[config.mk]
export PLATFORM = sky130hd
export DESIGN_NAME = trade_order_ctrl
export DESIGN_NICKNAME = d
export VERILOG_FILES = /design/src/rtl/trade_order_ctrl.sv
export SDC_FILE = /design/constraint.sdc
export NUM_CORES = 1
export LEC_CHECK = 0
export CAP_MARGIN = 20
export CORE_ASPECT_RATIO = 1.5
export CORE_MARGIN = 2
export CORE_UTILIZATION = 29
export DETAILED_ROUTE_END_ITERATION = 6
export PLACE_DENSITY = 0.46
export SYNTH_ARGS = -nofsm -noshare
export SYNTH_HDL_FRONTEND = slang
export SYNTH_SLANG_ARGS = --single-unit
[constraint.sdc]
create_clock -name clk -period 2.6 [get_ports clk]
set_input_delay 0.52 -clock clk [delete_from_list [all_inputs] [get_ports clk]]
set_output_delay 0.52 -clock clk [all_outputs]
set_load 0.01 [all_outputs]
[src/rtl/trade_order_ctrl.sv]
// Order sequencer between the Z-score stage and the order gateway: one order in flight,
// symmetric position limit, ack timeout, post-trade cooldown and a saturating drop counter.
module trade_order_ctrl #(
   parameter int unsigned MAX_POS     = 4,
   parameter int unsigned COOLDOWN    = 8,
   parameter int unsigned ACK_TIMEOUT = 16
) (
   input  logic        clk,
   input  logic        rst_n,
   input  logic        data_valid_z,
   input  logic        buy_signal,
   input  logic        sell_signal,
   input  logic [7:0]  price_in,
   output logic        order_valid,
   output logic        order_side,
   output logic [7:0]  order_price,
   input  logic        order_ready,
   input  logic        ack_valid,
   input  logic        ack_filled,
   output logic [7:0]  position,
   output logic        busy,
   output logic        timeout_err,
   output logic [15:0] drop_cnt
);

   localparam int unsigned TW = $clog2(ACK_TIMEOUT);
   localparam int unsigned CW = (COOLDOWN > 1) ? $clog2(COOLDOWN) : 1;
   localparam logic signed [7:0] PosMax = 8'(MAX_POS);
   localparam logic signed [7:0] PosMin = -PosMax;

   typedef enum logic [1:0] {StIdle, StIssue, StWaitAck, StCooldown} state_e;

   state_e                state_q, state_d;
   logic                  side_q, side_d;
   logic [7:0]            price_q, price_d;
   logic signed [7:0]     pos_q, pos_d;
   logic [TW-1:0]         timer_q, timer_d;
   logic [CW-1:0]         cool_q, cool_d;
   logic                  tout_q, tout_d;
   logic [15:0]           drop_q, drop_d;
   logic                  req, allowed, drop;

   always_comb begin
      req     = data_valid_z & (buy_signal | sell_signal);
      allowed = (buy_signal ^ sell_signal) &
                (buy_signal ? (pos_q < PosMax) : (pos_q > PosMin));
      state_d = state_q;
      side_d  = side_q;
      price_d = price_q;
      pos_d   = pos_q;
      timer_d = timer_q;
      cool_d  = cool_q;
      tout_d  = 1'b0;
      drop_d  = drop_q;
      drop    = 1'b0;

      unique case (state_q)
         StIdle: begin
            if (req) begin
               if (allowed) begin
                  state_d = StIssue;
                  side_d  = buy_signal;
                  price_d = price_in;
               end else begin
                  drop = 1'b1;
               end
            end
         end
         StIssue: begin
            drop = req;
            if (order_ready) begin
               state_d = StWaitAck;
               timer_d = '0;
            end
         end
         StWaitAck: begin
            drop    = req;
            timer_d = timer_q + 1'b1;
            // An ack in the timeout cycle takes priority over the timeout
            if (ack_valid) begin
               if (ack_filled) pos_d = side_q ? pos_q + 8'sd1 : pos_q - 8'sd1;
               state_d = StCooldown;
               cool_d  = '0;
            end else if (timer_q == TW'(ACK_TIMEOUT - 1)) begin
               tout_d  = 1'b1;
               state_d = StCooldown;
               cool_d  = '0;
            end
         end
         StCooldown: begin
            drop = req;
            if (cool_q == CW'(COOLDOWN - 1)) state_d = StIdle;
            else                             cool_d  = cool_q + 1'b1;
         end
         default: state_d = StIdle;
      endcase

      if (drop && (drop_q != 16'hFFFF)) drop_d = drop_q + 16'd1;
   end

   always_ff @(posedge clk or negedge rst_n) begin
      if (!rst_n) begin
         state_q <= StIdle;
         side_q  <= 1'b0;
         price_q <= '0;
         pos_q   <= '0;
         timer_q <= '0;
         cool_q  <= '0;
         tout_q  <= 1'b0;
         drop_q  <= '0;
      end else begin
         state_q <= state_d;
         side_q  <= side_d;
         price_q <= price_d;
         pos_q   <= pos_d;
         timer_q <= timer_d;
         cool_q  <= cool_d;
         tout_q  <= tout_d;
         drop_q  <= drop_d;
      end
   end

   assign order_valid = (state_q == StIssue);
   assign busy        = (state_q != StIdle);
   assign order_side  = side_q;
   assign order_price = price_q;
   assign position    = pos_q;
   assign timeout_err = tout_q;
   assign drop_cnt    = drop_q;

endmodule

==> Word-level counts from Yosys, hierarchy flattened <==
Cells that the tools add are included.
Widths: inputs -> output; s select.
{ "totals": {"inputBits": 16, "register_bits": 43} }
{ "op_classes": {"mux": 21, "bitwise": 4, "n_addsub": 5, "reduce_logical": 11, "n_eq_ne": 12, "magnitude_cmp": 2} }
{ "ops": {"columns": ["operator", "n"], "rows": [
  ["$add 16x1->16 const B", 1],
  ["$ne 16x16->1 const B", 1],
  ["$mux 2", 6],
  ["$mux 3", 3],
  ["$reduce_and 3->1", 3],
  ["$add 8x2->8 const B", 1],
  ["$gt 8x3->1 const B", 1],
  ["$lt 8x4->1 const B", 1],
  ["$mux 8", 1],
  ["$ne 2x2->1 const B", 4],
  ["$pmux 2 s4", 1],
  ["$pmux 4 s2", 1],
  ["$sub 8x2->8 const B", 1],
  ["$mux 1", 6],
  ["$pmux 3 s2", 1],
  ["$reduce_bool 2->1", 3],
  ["$reduce_and 5->1", 1],
  ["$add 4x1->4 const B", 1],
  ["$eq 2x2->1 const B", 2],
  ["$eq 4x4->1 const B", 1],
  ["$mux 4", 1],
  ["$add 3x1->3 const B", 1],
  ["$eq 3x3->1 const B", 1],
  ["$ne 3x3->1 const B", 1],
  ["other kinds (10)", 11]
]} }

==> Longest topological paths before layout <==
{ "depth": {"depth_word": 7, "depth_mapped": 8} }

==> Worst setup path before layout <==
No wires, ideal clock.
{ "synth_path": {"path_type": "flip-flop to flip-flop", "start": "register side_q, in the netlist order_side", "end": "register pos_q[6], in the netlist position[6]", "period_less_slack_ns": 2.055, "arrival_time_ns": 1.909, "setup_time_ns": 0.146, "path_stages_with_launch": 8, "setup_slack_ns": 0.545, "path_cell_list": "dfrtp_1 > inv_1 > fa_1 > a21o_1 > a21o_1 > a21oi_1 > mux2i_1 > o311ai_0"} }
{ "synth_via": {"elab_chain_cells": 1} }
{ "synth_lines": {"columns": ["item", "line_no", "text"], "rows": [
  ["from (decl)", "34", "logic side_q, side_d;"],
  ["from (signal assigned)", "113", "side_q <= side_d;"],
  ["$mux 8", "81", "if (ack_filled) pos_d = side_q ? pos_q + 8'sd1 : pos_q - 8'sd1;"],
  ["to (signal assigned)", "115", "pos_q <= pos_d;"],
  ["to (decl)", "36", "logic signed [7:0] pos_q, pos_d;"]
]} }
Every way passes these cells.
A chain may end at the register's enable or synchronous reset.

==> Worst setup path in the final report <==
{ "layout_path": {"start": "register state_q[0]", "end": "output port busy"} }
{ "layout_via": {"elab_chain_cells": 1} }
{ "layout_lines": {"columns": ["item", "line_no", "text"], "rows": [
  ["from (decl)", "33", "state_e state_q, state_d;"],
  ["from (signal assigned)", "103", "state_q <= StIdle;"],
  ["from (signal assigned)", "112", "state_q <= state_d;"],
  ["$reduce_bool 2->1", "124", "assign busy = (state_q != StIdle);"],
  ["to (decl)", "21", "output logic busy,"]
]} }
Every way passes these cells.

==> flow_summary.json <==
{
  "dp_hpwl_um": 4490,
  "slew_violations": 0,
  "grt.total_usage_pct": 13.2,
  "crit_chain": "inv_1 -> ha_1 -> inv_1 -> clkdlybuf4s50_1",
  "synth-simple-area-share_pct": 16.9,
  "buffers_inserted_by_post_cts_timing_repair": 0,
  "grt_pass1_vias": 1968,
  "synth_xor_area_share_pct": 5.95,
  "post_cts_resized": 0,
  "floorplan.rows": 41,
  "die_height_um": 118,
  "globalRoute.totalOverflow": 0,
  "detail_route.iter0.violations": 47,
  "tritoncts": "yes",
  "max_slew.worst_pin.slew_ns": 0.626,
  "timing_worst_setup_path_type": "flip-flop to output pin",
  "wl_per_cell_um": 15.0,
  "yosys.cell_types.count": 47,
  "timing.final.crit_period_ns": 2.19,
  "worst_path_dominant_cell_family": "buffers and inverters",
  "synth_nets": 260,
  "root_buffer_master": "clkbuf_16",
  "route.detailed.drc": 0,
  "setup_total_negative_slack_ns": 0,
  "most_frequent_cells_in_the_layout": "clkdlybuf4s50_1 (50), dfrtp_1 (43), ha_1 (16), nand3_1 (14), o21ai_0 (14)",
  "netlist_instances": 227,
  "cts_hold_buf": 0,
  "run_status": "complete, no violations",
  "routed_wl_um": 5930,
  "achievable-frequency_mhz": 457,
  "critPathMostFrequentCell": "inv_1",
  "cts.sinks": 43,
  "io-pin-count": 52,
  "layout_worst_path_cycle_share_pct": 84.2,
  "worst_ir_drop_vdd_mv": 0.414,
  "timing.final.setup_violations": 0,
  "critPathMaxStageDelay_ns": 0.56,
  "num-nets-final": 321,
  "antenna_diode_count": 0,
  "via_count": 1921,
  "core_area_um2": 8410,
  "initial_utilization_pct": 29.7,
  "setup_repair_after_global_routing_missed_its_margin": "false",
  "ant_nets": 0,
  "htree_num_levels": 2,
  "area_growth_syn_to_layout_pct": 32.1,
  "clock-skew-final_ns": 0.00819,
  "synth_top_family_by_area": "simple AND/OR/NAND/NOR gates",
  "vias_per_cell": 4.85,
  "endpoint_kind": "output pin",
  "synth-adder-area-share_pct": 8.80,
  "number_of_inserted_filler_cells_in_the_final_layout": 891,
  "count_of_flip_flops_with_a_built_in_enable_after_synthesis": 0,
  "finalWeightedCongestion": 0.764,
  "grt_first_pass_wirelength_um": 9740,
  "compound_gate_portion_of_the_synthesized_area_pct": 13.5,
  "buffer_ports.inserted": 51,
  "die_w_um": 79.8,
  "ys_ff_latch": 43,
  "clk-insertion-delay-late_ns": 0.29,
  "synth.yosys.warnings": 0,
  "slowest_stage": "clkdlybuf4s50_1",
  "avg_cell_area_syn_um2": 11.0,
  "antenna_found_initial": 0,
  "synth_flop_cell": "dfrtp_1",
  "full_die_area_um2": 9400,
  "maximum_number_of_pins_on_one_net_before_global_route_repair": 26,
  "maxCapViolations": 0,
  "worst_setup_hold_path_clk_slew_ns": 0.06,
  "post_route_cells_drive_above_1_share_pct": 13.1,
  "synth_async_sr_flop_share_pct": 100,
  "clock_path_buffers": 2,
  "slew_headroom_pct": 58.1,
  "drt-pass1-iter-count": 4,
  "final_core_utilization_pct": 39.3,
  "setup.reg_to_reg.worst_slack_ns": 0.46,
  "final_common_cell": "clkdlybuf4s50_1",
  "static-leakage-power_uw": 0.00142,
  "synthMuxAreaShare_pct": 9.10,
  "worstPathArrival_ns": 1.67,
  "post_synth_instance_area_um2": 2500,
  "cts_inserted_buffers": 5,
  "critPathRequiredTime_ns": 2.08,
  "finalHoldViolCount": 0,
  "power.density_nw_per_um2": 1130,
  "worst_hold_path_type": "input pin to asynchronous set/reset pin",
  "worst_setup_path_start_kind": "flip-flop",
  "worst-path-max-fanout": 4,
  "worst-path-buf-inv": 3,
  "sequential_area_share_after_synthesis_pct": 43.0
}
-- synth_stat cells (all sizes together), types with 3 or more instances --
library cell | instances | area (um2)
nand3 | 15 | 80.1
xnor2 | 13 | 114
nand2b | 6 | 37.5
mux2 | 16 | 218
nor3 | 6 | 30.0
and3 | 6 | 37.5
a21oi | 6 | 30.0
inv | 11 | 41.3
a21o | 3 | 22.5
nand4 | 6 | 37.5
xor2 | 4 | 35.0
ha | 16 | 200
nand2 | 14 | 55.1
dfrtp | 43 | 1080
nor3b | 3 | 32.5
nor2 | 7 | 26.3
a22o | 7 | 61.3
o21ai | 14 | 70.1
nor2b | 4 | 25.0
-- through the flow --
step	total power [uW]	std cells	cell area, um2	hold slack, ns	worst slack (ns)
3_3_place_gp	3140	388	3160	0.500	0.152
6_report	3740	396	3310	0.246	0.411
4_1_cts	3790	396	3310	0.277	0.385
5_1_grt	4040	396	3310	0.295	0.271
2_1_floorplan	2400	227	2500	0.224	0.545
3_5_place_dp	3150	388	3160	0.494	0.130
-- power breakdown --
| part | internal, uW | switching, uW |
|---|---|---|
| combinational | 1060 | 916 |
| clock | 355 | 264 |
| sequential | 903 | 245 |
-- layout make-up --
| class | instances | area, um2 | area share (%) |
|---|---|---|---|
| clock buffers | 6 | 129 | 3.90 |
| clock inverters | 2 | 12.5 | 0.379 |
| inverters | 11 | 41.3 | 1.25 |
| multi-input cells | 169 | 1360 | 41.0 |
| flip-flops and latches | 43 | 1080 | 32.6 |
| well taps | 107 | 134 | 4.05 |
| repair buffers | 58 | 558 | 16.9 |
-- worst reg2reg max path: cells and delay by family (launching register included) --
| family | cells | cell delay (ns) |
|---|---|---|
| DFF | 1 | 0.37 |
| muxes | 1 | 0.20 |
| AOI/OAI and AO/OA | 4 | 0.80 |
| adders and majority gates | 1 | 0.36 |
| buffers and inverters | 1 | 0.27 |
-- cell families (layout without fill, tap and decap cells) --
logic type / Yosys count / after routing
multiplexers: 17 / 17
buffers and inverters: 15 / 77
flip-flops: 43 / 43
AND/OR/NAND/NOR: 75 / 75
XOR/XNOR: 17 / 17
AO/OA/AOI/OAI: 43 / 43
adder cells (fa/ha/maj): 17 / 17
-- registers in the layout (all words and copies together), names as in the netlist --
signal,cells
timer_q,4
position,8
timeout_err,1
order_side,1
drop_cnt,16
state_q,2
cool_q,3
order_price,8
-- path summary, 6_finish.rpt --
path	start	end	depth (start not counted)
hold / removal	rst_n	timer_q[0]$_DFFE_PN0P_	1
min in group clk	order_price[1]$_DFFE_PN0P_	order_price[1]$_DFFE_PN0P_	1
setup reg to reg	order_side$_DFFE_PN0P_	position[6]$_DFFE_PN0P_	7
setup / recovery	state_q[0]$_DFFE_PN0P_	busy	4
hold reg to reg	order_price[1]$_DFFE_PN0P_	order_price[1]$_DFFE_PN0P_	1
max in group asynchronous	rst_n	drop_cnt[13]$_DFFE_PN0P_	2
-- metal layers --
metal  global-route usage, %  part of all wire [%]  vias up
met5                       0                     0        -
met4                    4.45                   1.5        0
met3                    2.99                   3.7        5
met2                    22.8                    52       38
met1                    15.8                    43      930
li1                        -                     -      948
No activity file was read; power rests on OpenSTA's default activity.
